--- config.mk ---
export PLATFORM = sky130hd
export DESIGN_NAME = riscv_fetch_decode
export DESIGN_NICKNAME = d
export VERILOG_FILES = /design/src/rtl/riscv_pkg.sv /design/src/rtl/riscv_decode.sv /design/src/rtl/riscv_fetch_decode.sv
export SDC_FILE = /design/constraint.sdc
export NUM_CORES = 1
export LEC_CHECK = 0
export ABC_AREA = 1
export ABC_CLOCK_PERIOD_IN_PS = 6160
export BUFFER_PORTS_ARGS = -buffer_cell sky130_fd_sc_hd__buf_4
export CORE_UTILIZATION = 55
export DETAILED_ROUTE_END_ITERATION = 8
export PLACE_DENSITY = 0.91
export REMOVE_ABC_BUFFERS = 1
export SLEW_MARGIN = 5
export SYNTH_ARGS = -nofsm -noshare
export SYNTH_HDL_FRONTEND = slang
export SYNTH_SLANG_ARGS = --single-unit
--- constraint.sdc ---
create_clock -name clk -period 6.16 [get_ports clk]
set_input_delay 1.54 -clock clk [delete_from_list [all_inputs] [get_ports clk]]
set_output_delay 1.54 -clock clk [all_outputs]
set_load 0.005 [all_outputs]
--- src/rtl/riscv_pkg.sv ---
// rtl/riscv_pkg.sv - shared types, opcode classes and immediate decode for the fetch/decode front end
package riscv_pkg;

    // Widest supported XLEN; buffer entries always carry a PC this wide.
    localparam int XLEN_MAX = 64;

    // One-hot instruction format, ordered {r,i,s,b,u,j}.
    typedef logic [5:0] instr_type_t;

    localparam instr_type_t TYPE_NONE = 6'b000000;
    localparam instr_type_t TYPE_R    = 6'b100000;
    localparam instr_type_t TYPE_I    = 6'b010000;
    localparam instr_type_t TYPE_S    = 6'b001000;
    localparam instr_type_t TYPE_B    = 6'b000100;
    localparam instr_type_t TYPE_U    = 6'b000010;
    localparam instr_type_t TYPE_J    = 6'b000001;

    // opcode[6:2] class as a match/mask pair; a mask bit of 0 is a don't-care.
    typedef struct packed {
        logic [4:0] match;
        logic [4:0] mask;
    } opc_class_t;

    localparam opc_class_t CLS_R_OP   = '{match: 5'b01100, mask: 5'b11101}; // OP, OP-32
    localparam opc_class_t CLS_R_AMO  = '{match: 5'b01011, mask: 5'b11111}; // AMO
    localparam opc_class_t CLS_R_FP   = '{match: 5'b10100, mask: 5'b11111}; // OP-FP
    localparam opc_class_t CLS_I_LOAD = '{match: 5'b00000, mask: 5'b11110}; // LOAD, LOAD-FP
    localparam opc_class_t CLS_I_ALU  = '{match: 5'b00100, mask: 5'b11101}; // OP-IMM, OP-IMM-32
    localparam opc_class_t CLS_I_JALR = '{match: 5'b11001, mask: 5'b11111}; // JALR
    localparam opc_class_t CLS_S      = '{match: 5'b01000, mask: 5'b11110}; // STORE, STORE-FP
    localparam opc_class_t CLS_B      = '{match: 5'b11000, mask: 5'b11111}; // BRANCH
    localparam opc_class_t CLS_U      = '{match: 5'b00101, mask: 5'b10111}; // AUIPC, LUI
    localparam opc_class_t CLS_J      = '{match: 5'b11011, mask: 5'b11111}; // JAL

    // Buffered fetch result: the PC it was issued at plus the returned word.
    typedef struct packed {
        logic [XLEN_MAX-1:0] pc;
        logic [31:0]         instr;
    } fetch_entry_t;

    function automatic logic cls_hit(input logic [4:0] op5, input opc_class_t cls);
        return (op5 & cls.mask) == cls.match;
    endfunction

    // Map a 7-bit opcode to its one-hot format; TYPE_NONE means illegal.
    function automatic instr_type_t classify(input logic [6:0] opcode);
        instr_type_t t;
        t = TYPE_NONE;
        if (opcode[1:0] == 2'b11) begin
            if (cls_hit(opcode[6:2], CLS_R_OP) || cls_hit(opcode[6:2], CLS_R_AMO) ||
                cls_hit(opcode[6:2], CLS_R_FP)) begin
                t = TYPE_R;
            end else if (cls_hit(opcode[6:2], CLS_I_LOAD) || cls_hit(opcode[6:2], CLS_I_ALU) ||
                         cls_hit(opcode[6:2], CLS_I_JALR)) begin
                t = TYPE_I;
            end else if (cls_hit(opcode[6:2], CLS_S)) begin
                t = TYPE_S;
            end else if (cls_hit(opcode[6:2], CLS_B)) begin
                t = TYPE_B;
            end else if (cls_hit(opcode[6:2], CLS_U)) begin
                t = TYPE_U;
            end else if (cls_hit(opcode[6:2], CLS_J)) begin
                t = TYPE_J;
            end
        end
        return t;
    endfunction

    // Immediate sign-extended to XLEN_MAX; callers keep the low XLEN bits.
    // Only instr[31:7] carries immediate bits, so the opcode is not passed in.
    function automatic logic [XLEN_MAX-1:0] decode_imm(input logic [31:7] instr, input instr_type_t t);
        logic [XLEN_MAX-1:0] imm;
        case (t)
            TYPE_I:  imm = {{52{instr[31]}}, instr[31:20]};
            TYPE_S:  imm = {{52{instr[31]}}, instr[31:25], instr[11:7]};
            TYPE_B:  imm = {{51{instr[31]}}, instr[31], instr[7], instr[30:25], instr[11:8], 1'b0};
            TYPE_U:  imm = {{32{instr[31]}}, instr[31:12], 12'b0};
            TYPE_J:  imm = {{43{instr[31]}}, instr[31], instr[19:12], instr[20], instr[30:21], 1'b0};
            default: imm = '0;
        endcase
        return imm;
    endfunction

endpackage

--- src/rtl/riscv_decode.sv ---
// rtl/riscv_decode.sv - combinational RV32I instruction field, format and immediate decoder
module riscv_decode
    import riscv_pkg::*;
#(
    parameter int XLEN = 32
) (
    input  logic [31:0]     instr,
    output logic [6:0]      opcode,
    output logic [4:0]      rd,
    output logic [2:0]      funct3,
    output logic [4:0]      rs1,
    output logic [4:0]      rs2,
    output logic [6:0]      funct7,
    output logic [XLEN-1:0] imm,
    output instr_type_t     itype,
    output logic            illegal
);

    instr_type_t         cls;
    logic [XLEN_MAX-1:0] imm_full;
    logic                unused_imm_full;

    // Raw fields are always driven; format and immediate collapse to zero when illegal.
    always_comb begin
        opcode   = instr[6:0];
        rd       = instr[11:7];
        funct3   = instr[14:12];
        rs1      = instr[19:15];
        rs2      = instr[24:20];
        funct7   = instr[31:25];
        cls      = classify(instr[6:0]);
        imm_full = decode_imm(instr[31:7], cls);
        itype    = cls;
        illegal  = (cls == TYPE_NONE);
        imm      = imm_full[XLEN-1:0];
    end

    // Bits above XLEN are redundant sign copies when XLEN is narrower than XLEN_MAX.
    assign unused_imm_full = ^imm_full;

endmodule

--- src/rtl/riscv_fetch_decode.sv ---
// rtl/riscv_fetch_decode.sv - PC owner, fixed-latency fetch, tagged decode buffer and decode output stage
module riscv_fetch_decode
    import riscv_pkg::*;
#(
    parameter int              XLEN       = 32,
    parameter logic [XLEN-1:0] RESET_PC   = '0,
    parameter int              FIFO_DEPTH = 2
) (
    input  logic            clk,
    input  logic            reset,
    output logic            imem_req,
    output logic [XLEN-1:0] imem_addr,
    input  logic [31:0]     imem_data,
    input  logic            redirect_valid,
    input  logic [XLEN-1:0] redirect_pc,
    output logic            dec_valid,
    input  logic            dec_ready,
    output logic [XLEN-1:0] dec_pc,
    output logic [31:0]     dec_instr,
    output logic [6:0]      dec_opcode,
    output logic [4:0]      dec_rd,
    output logic [2:0]      dec_funct3,
    output logic [4:0]      dec_rs1,
    output logic [4:0]      dec_rs2,
    output logic [6:0]      dec_funct7,
    output logic [XLEN-1:0] dec_imm,
    output logic [5:0]      dec_type,
    output logic            dec_illegal
);

    localparam int               PTR_W      = $clog2(FIFO_DEPTH);
    localparam int               CNT_W      = PTR_W + 1;
    localparam logic [CNT_W:0]   DEPTH_LIM  = (CNT_W + 1)'(FIFO_DEPTH);
    localparam logic [CNT_W-1:0] DEPTH_FULL = CNT_W'(FIFO_DEPTH);
    localparam logic [CNT_W-1:0] CNT_ONE    = CNT_W'(1);
    localparam logic [PTR_W-1:0] PTR_ONE    = PTR_W'(1);
    localparam logic [XLEN-1:0]  PC_STEP    = XLEN'(4);
    localparam logic [XLEN-1:0]  PC_ALIGN   = ~(XLEN'(3));

    logic [XLEN-1:0]  pc_q, pc_d;
    logic [XLEN-1:0]  tag_q, tag_d;
    logic             inflight_q, inflight_d;
    logic [PTR_W-1:0] wr_ptr_q, wr_ptr_d;
    logic [PTR_W-1:0] rd_ptr_q, rd_ptr_d;
    logic [CNT_W-1:0] count_q, count_d;
    fetch_entry_t     mem_q [FIFO_DEPTH];
    fetch_entry_t     mem_d [FIFO_DEPTH];

    logic             pop;
    logic             push;
    logic             fire;
    logic [CNT_W:0]   occupancy;
    fetch_entry_t     head;
    logic             unused_head_pc;

    // Handshake terms and fetch throttle: buffered + in flight - leaving must stay below depth.
    // Gating with reset keeps the request low while reset is held.
    always_comb begin
        dec_valid = (count_q != '0);
        pop       = dec_valid && dec_ready;
        push      = inflight_q && !redirect_valid;
        occupancy = {1'b0, count_q} + {{CNT_W{1'b0}}, inflight_q} - {{CNT_W{1'b0}}, pop};
        fire      = reset && !redirect_valid && (occupancy < DEPTH_LIM);
        imem_req  = fire;
        imem_addr = pc_q;
    end

    // Next PC, in-flight flag and the PC tag that travels with the response.
    always_comb begin
        pc_d       = pc_q;
        tag_d      = tag_q;
        inflight_d = fire;
        if (redirect_valid) begin
            pc_d = redirect_pc & PC_ALIGN;
        end else if (fire) begin
            pc_d  = pc_q + PC_STEP;
            tag_d = pc_q;
        end
    end

    // Buffer update; a redirect discards both buffered entries and the pending response.
    always_comb begin
        mem_d    = mem_q;
        wr_ptr_d = wr_ptr_q;
        rd_ptr_d = rd_ptr_q;
        count_d  = count_q;
        if (redirect_valid) begin
            wr_ptr_d = '0;
            rd_ptr_d = '0;
            count_d  = '0;
        end else begin
            if (push) begin
                mem_d[wr_ptr_q] = '{pc: XLEN_MAX'(tag_q), instr: imem_data};
                wr_ptr_d        = wr_ptr_q + PTR_ONE;
            end
            if (pop) begin
                rd_ptr_d = rd_ptr_q + PTR_ONE;
            end
            case ({push, pop})
                2'b10:   count_d = count_q + CNT_ONE;
                2'b01:   count_d = count_q - CNT_ONE;
                default: count_d = count_q;
            endcase
        end
    end

    // State registers; reset clears the buffer and in-flight tracking without waiting for a clock.
    always_ff @(posedge clk or negedge reset) begin
        if (!reset) begin
            pc_q       <= RESET_PC;
            tag_q      <= '0;
            inflight_q <= 1'b0;
            wr_ptr_q   <= '0;
            rd_ptr_q   <= '0;
            count_q    <= '0;
            for (int i = 0; i < FIFO_DEPTH; i++) begin
                mem_q[i] <= '0;
            end
        end else begin
            pc_q       <= pc_d;
            tag_q      <= tag_d;
            inflight_q <= inflight_d;
            wr_ptr_q   <= wr_ptr_d;
            rd_ptr_q   <= rd_ptr_d;
            count_q    <= count_d;
            mem_q      <= mem_d;
        end
    end

    // Head entry reads as all zeros when empty so decode outputs stay deterministic.
    always_comb begin
        head   = dec_valid ? mem_q[rd_ptr_q] : '0;
        dec_pc = head.pc[XLEN-1:0];
    end

    // Entry PCs are stored at full width; the bits above XLEN are always zero.
    assign unused_head_pc = ^head.pc;
    assign dec_instr      = head.instr;

    riscv_decode #(
        .XLEN (XLEN)
    ) u_decode (
        .instr   (head.instr),
        .opcode  (dec_opcode),
        .rd      (dec_rd),
        .funct3  (dec_funct3),
        .rs1     (dec_rs1),
        .rs2     (dec_rs2),
        .funct7  (dec_funct7),
        .imm     (dec_imm),
        .itype   (dec_type),
        .illegal (dec_illegal)
    );

    // The issue throttle guarantees a response never lands on a full buffer.
    assert property (@(posedge clk) disable iff (!reset) !(push && (count_q == DEPTH_FULL)));

endmodule

==> results.txt <==
post-route insts no fill = 1778
sequential fraction of the synthesis area = 46.7%
Startpoint Class = flop
Min Hold Slack = 482 ps
GR met3 Demand/Resource = 5.63%
layout cells sized above 1 = 19.3%
crit path kind = reg2out
GPL Wtd Cong = 0.981
fin area = 0.0122 mm²
Die H = 138 µm
Final min period = 5250 ps
Buffers & Inverters on Critical Path = 2
max incr delay on CP = 620 ps
post-detailed-route DRC marker count = 0
Slew headroom = 28.2%
PwrDens = 431 mW/mm²
Ports = 237
critical path's top delay family = simple AND/OR/NAND/NOR gates
maximum VDD drop = 251 µV
Crit Path Max Fanout = 40
clock slew at reported path FFs = 60 ps
CP dominant cell by count = nand2_1
Pre-Repair DR Iteration Count = 6
Starting Density = 56.2%
average wire per cell in the routed design = 15.4 µm
ANT nets after route = 0
IO Port Bufs = 230
Post-CTS Setup Repair Bufs = 0
Cell Area, Placed = 0.0116 mm²
CP arrival = 3710 ps
Max Clock Skew = 8.72 ps
Seq pwr share = 39.4%
vias per cell = 5.42
Comb pwr share = 39.6%
initial antenna violation count = 0
Synth top area share = 46.7%
Yosys Warn Count = 0
CORE AREA = 0.0180 mm²
cell count after synthesis = 1385
grt met1 use = 36.9%
total track usage = 29.2%
num rows = 49
Max-Cap Viols = 0
chip width = 138 µm
Post-CTS Resized = 0
Final Slew Violations = 0
final WL = 27400 µm
#FFs+latches synth = 189
period utilisation layout = 85.3%
placed cell count = 1747
Sw Ratio = 39.8%
setup TNS = 0 ps
TritonCTS clock tree = yes
Synth area leaders = dfrtp_1 47%, nand2_1 19%, o21ai_0 8.2%
reg2reg setup slack = 1860 ps
netlist area before placement = 0.0101 mm²
Hold Path Class = reg2reg
antenna diode count = 0
status = completed
cts bufs inserted = 17
NumNets Final = 1608
largest net degree at the start of global routing = 85
CTS Buffer Depth = 2
Top Usage Layer GRT = met2
first-pass GRT wire length = 42800 µm
Layout area overhead = 20.6%
RSZ-0062 raised after global routing = no
1st-iter DRT viols = 754
Psw = 2090 µW
CP Cell Sequence = nor2_4 -> buf_4 -> nor2_1 -> nor2_1 -> nand2_1 -> nand2_1 -> nand3_1 -> nand2_1 -> buf_4
Syn Area/Cell = 7.31 µm²
CP max stage cell = nand3_1
cell accounting for the most synthesized area = dfrtp_1
Fin. Hold Viols = 0
Vias = 9633
Remaining Overflow, GRT = 0
dpl hpwl = 19000 µm
Final setup viols = 0
Internal Power = 3170 µW
Die Footprint = 0.0190 mm²
vias in the first global route = 8815
met2 usage = 50.1%
clk sink count = 189
worst-skew pair later-pin latency = 430 ps
required time of the critical path = 4620 ps
distinct cell type count after synthesis = 33
hold_buf cts = 0
Fmax achieved = 190 MHz
H-tree depth = 4
leakage = 0.00638 µW
Worst-Margin Slew = 1080 ps
crit end category = output port
clock share of power = 21.0%
Root Driver = clkbuf_16
## flip-flops by register name, summed over array words and instances (netlist names)
name        flops
mem_q         124
imem_addr      30
tag_q          30
count_q         2
inflight_q      1
rd_ptr_q        1
wr_ptr_q        1
## final timing paths
check                                  startpoint                         to  cells after the start
max in group asynchronous                   reset      mem_q[96]$_DFFE_PN0P_                      3
setup reg to reg           count_q[1]$_DFFE_PN0P_  imem_addr[11]$_DFFE_PN0N_                     13
hold / removal             mem_q[124]$_DFFE_PN0P_     mem_q[124]$_DFFE_PN0P_                      2
setup / recovery           count_q[1]$_DFFE_PN0P_                dec_imm[21]                      9
min in group asynchronous                   reset      mem_q[55]$_DFFE_PN0P_                      1
hold reg to reg            mem_q[124]$_DFFE_PN0P_     mem_q[124]$_DFFE_PN0P_                      2
## synthesized netlist by cell type, drive strengths merged
cell type,instances
buf,79
or2,2
nor3,8
o21ai,166
nor2,66
inv,136
fa,1
nand4,14
o2111ai,1
a21oi,59
xor2,14
o21bai,2
ha,2
nand3,84
dfrtp,189
o31ai,1
clkbuf,33
conb,1
nand2,512
o221ai,2
xnor2,2
o211ai,10
and3,1
## placed cells by master, fill, tap and decap left out, types with 2 or more instances in the layout
cell type,count
nand3_2,2
nand2_4,2
inv_6,4
nand2_1,502
inv_2,7
clkinv_4,3
xnor2_1,2
o21bai_1,2
o21ai_0,165
nand2_2,8
clkbuf_8,3
a21oi_1,58
clkbuf_1,2
xor2_1,14
conb_1,4
nand3_1,81
clkbuf_16,17
o211ai_1,10
nor2_4,4
o221ai_1,2
inv_1,129
ha_1,2
bufinv_16,2
buf_4,241
nand4_1,14
dfrtp_1,188
nor2_1,62
nor3_1,8
## power by group through the flow
stage               combinational, µW  clock (µW)  sequential, µW
floorplan                        1120           0            2010
global placement                 1990           0            2060
detailed placement               2070           0            2080
CTS                              2080        1120            2070
global route                     2350        1160            2140
finish                           2090        1100            2070
## stage by stage
step           setup slack (ps)  util (%)  power, µW
2_1_floorplan               228         -       3130
3_3_place_gp               1110      64.5       4050
3_5_place_dp               1110      64.5       4150
4_1_cts                     936      67.8       5270
5_1_grt                     595      67.8       5650
6_report                    908      67.8       5270
## logic make-up (layout without fill, tap and decap cells)
kind of cell / after synthesis / after routing / synth area share [%]
AO/OA/AOI/OAI: 241 / 241 / 12.4
XOR/XNOR: 16 / 16 / 1.38
adder cells (fa/ha/maj): 3 / 3 / 0.445
buffers and inverters: 248 / 409 / 11.3
flip-flops: 189 / 189 / 46.7
other: 1 / 4 / 0.0370
AND/OR/NAND/NOR: 687 / 687 / 27.7
## metal layers
layer / up-vias / part of all wire, %
met3: 48 / 7.5
met4: 0 / 2.4
met2: 443 / 49
met5: - / 0
li1: 4630 / -
met1: 4512 / 41
## area by class of cell
type,instances,area [µm²]
flip-flops and latches,189,4730
inverters,136,510
clock buffers,21,460
well taps,229,287
clock inverters,10,129
multi-input cells,951,4280
repair buffers,242,1820
fillers,1445,5800
## worst reg2reg max path, cell delays in order, from the launching register on
cell,delay [ps]
dfrtp_1,470
nor2_4,480
nor2_1,190
ha_1,300
or2_2,300
fa_1,450
nand2_1,80
nor2_1,50
nand2_2,90
buf_4,470
nand2_1,570
inv_1,550
nand2_1,90
o2111ai_1,120
Power figures use the tool's default switching activity.
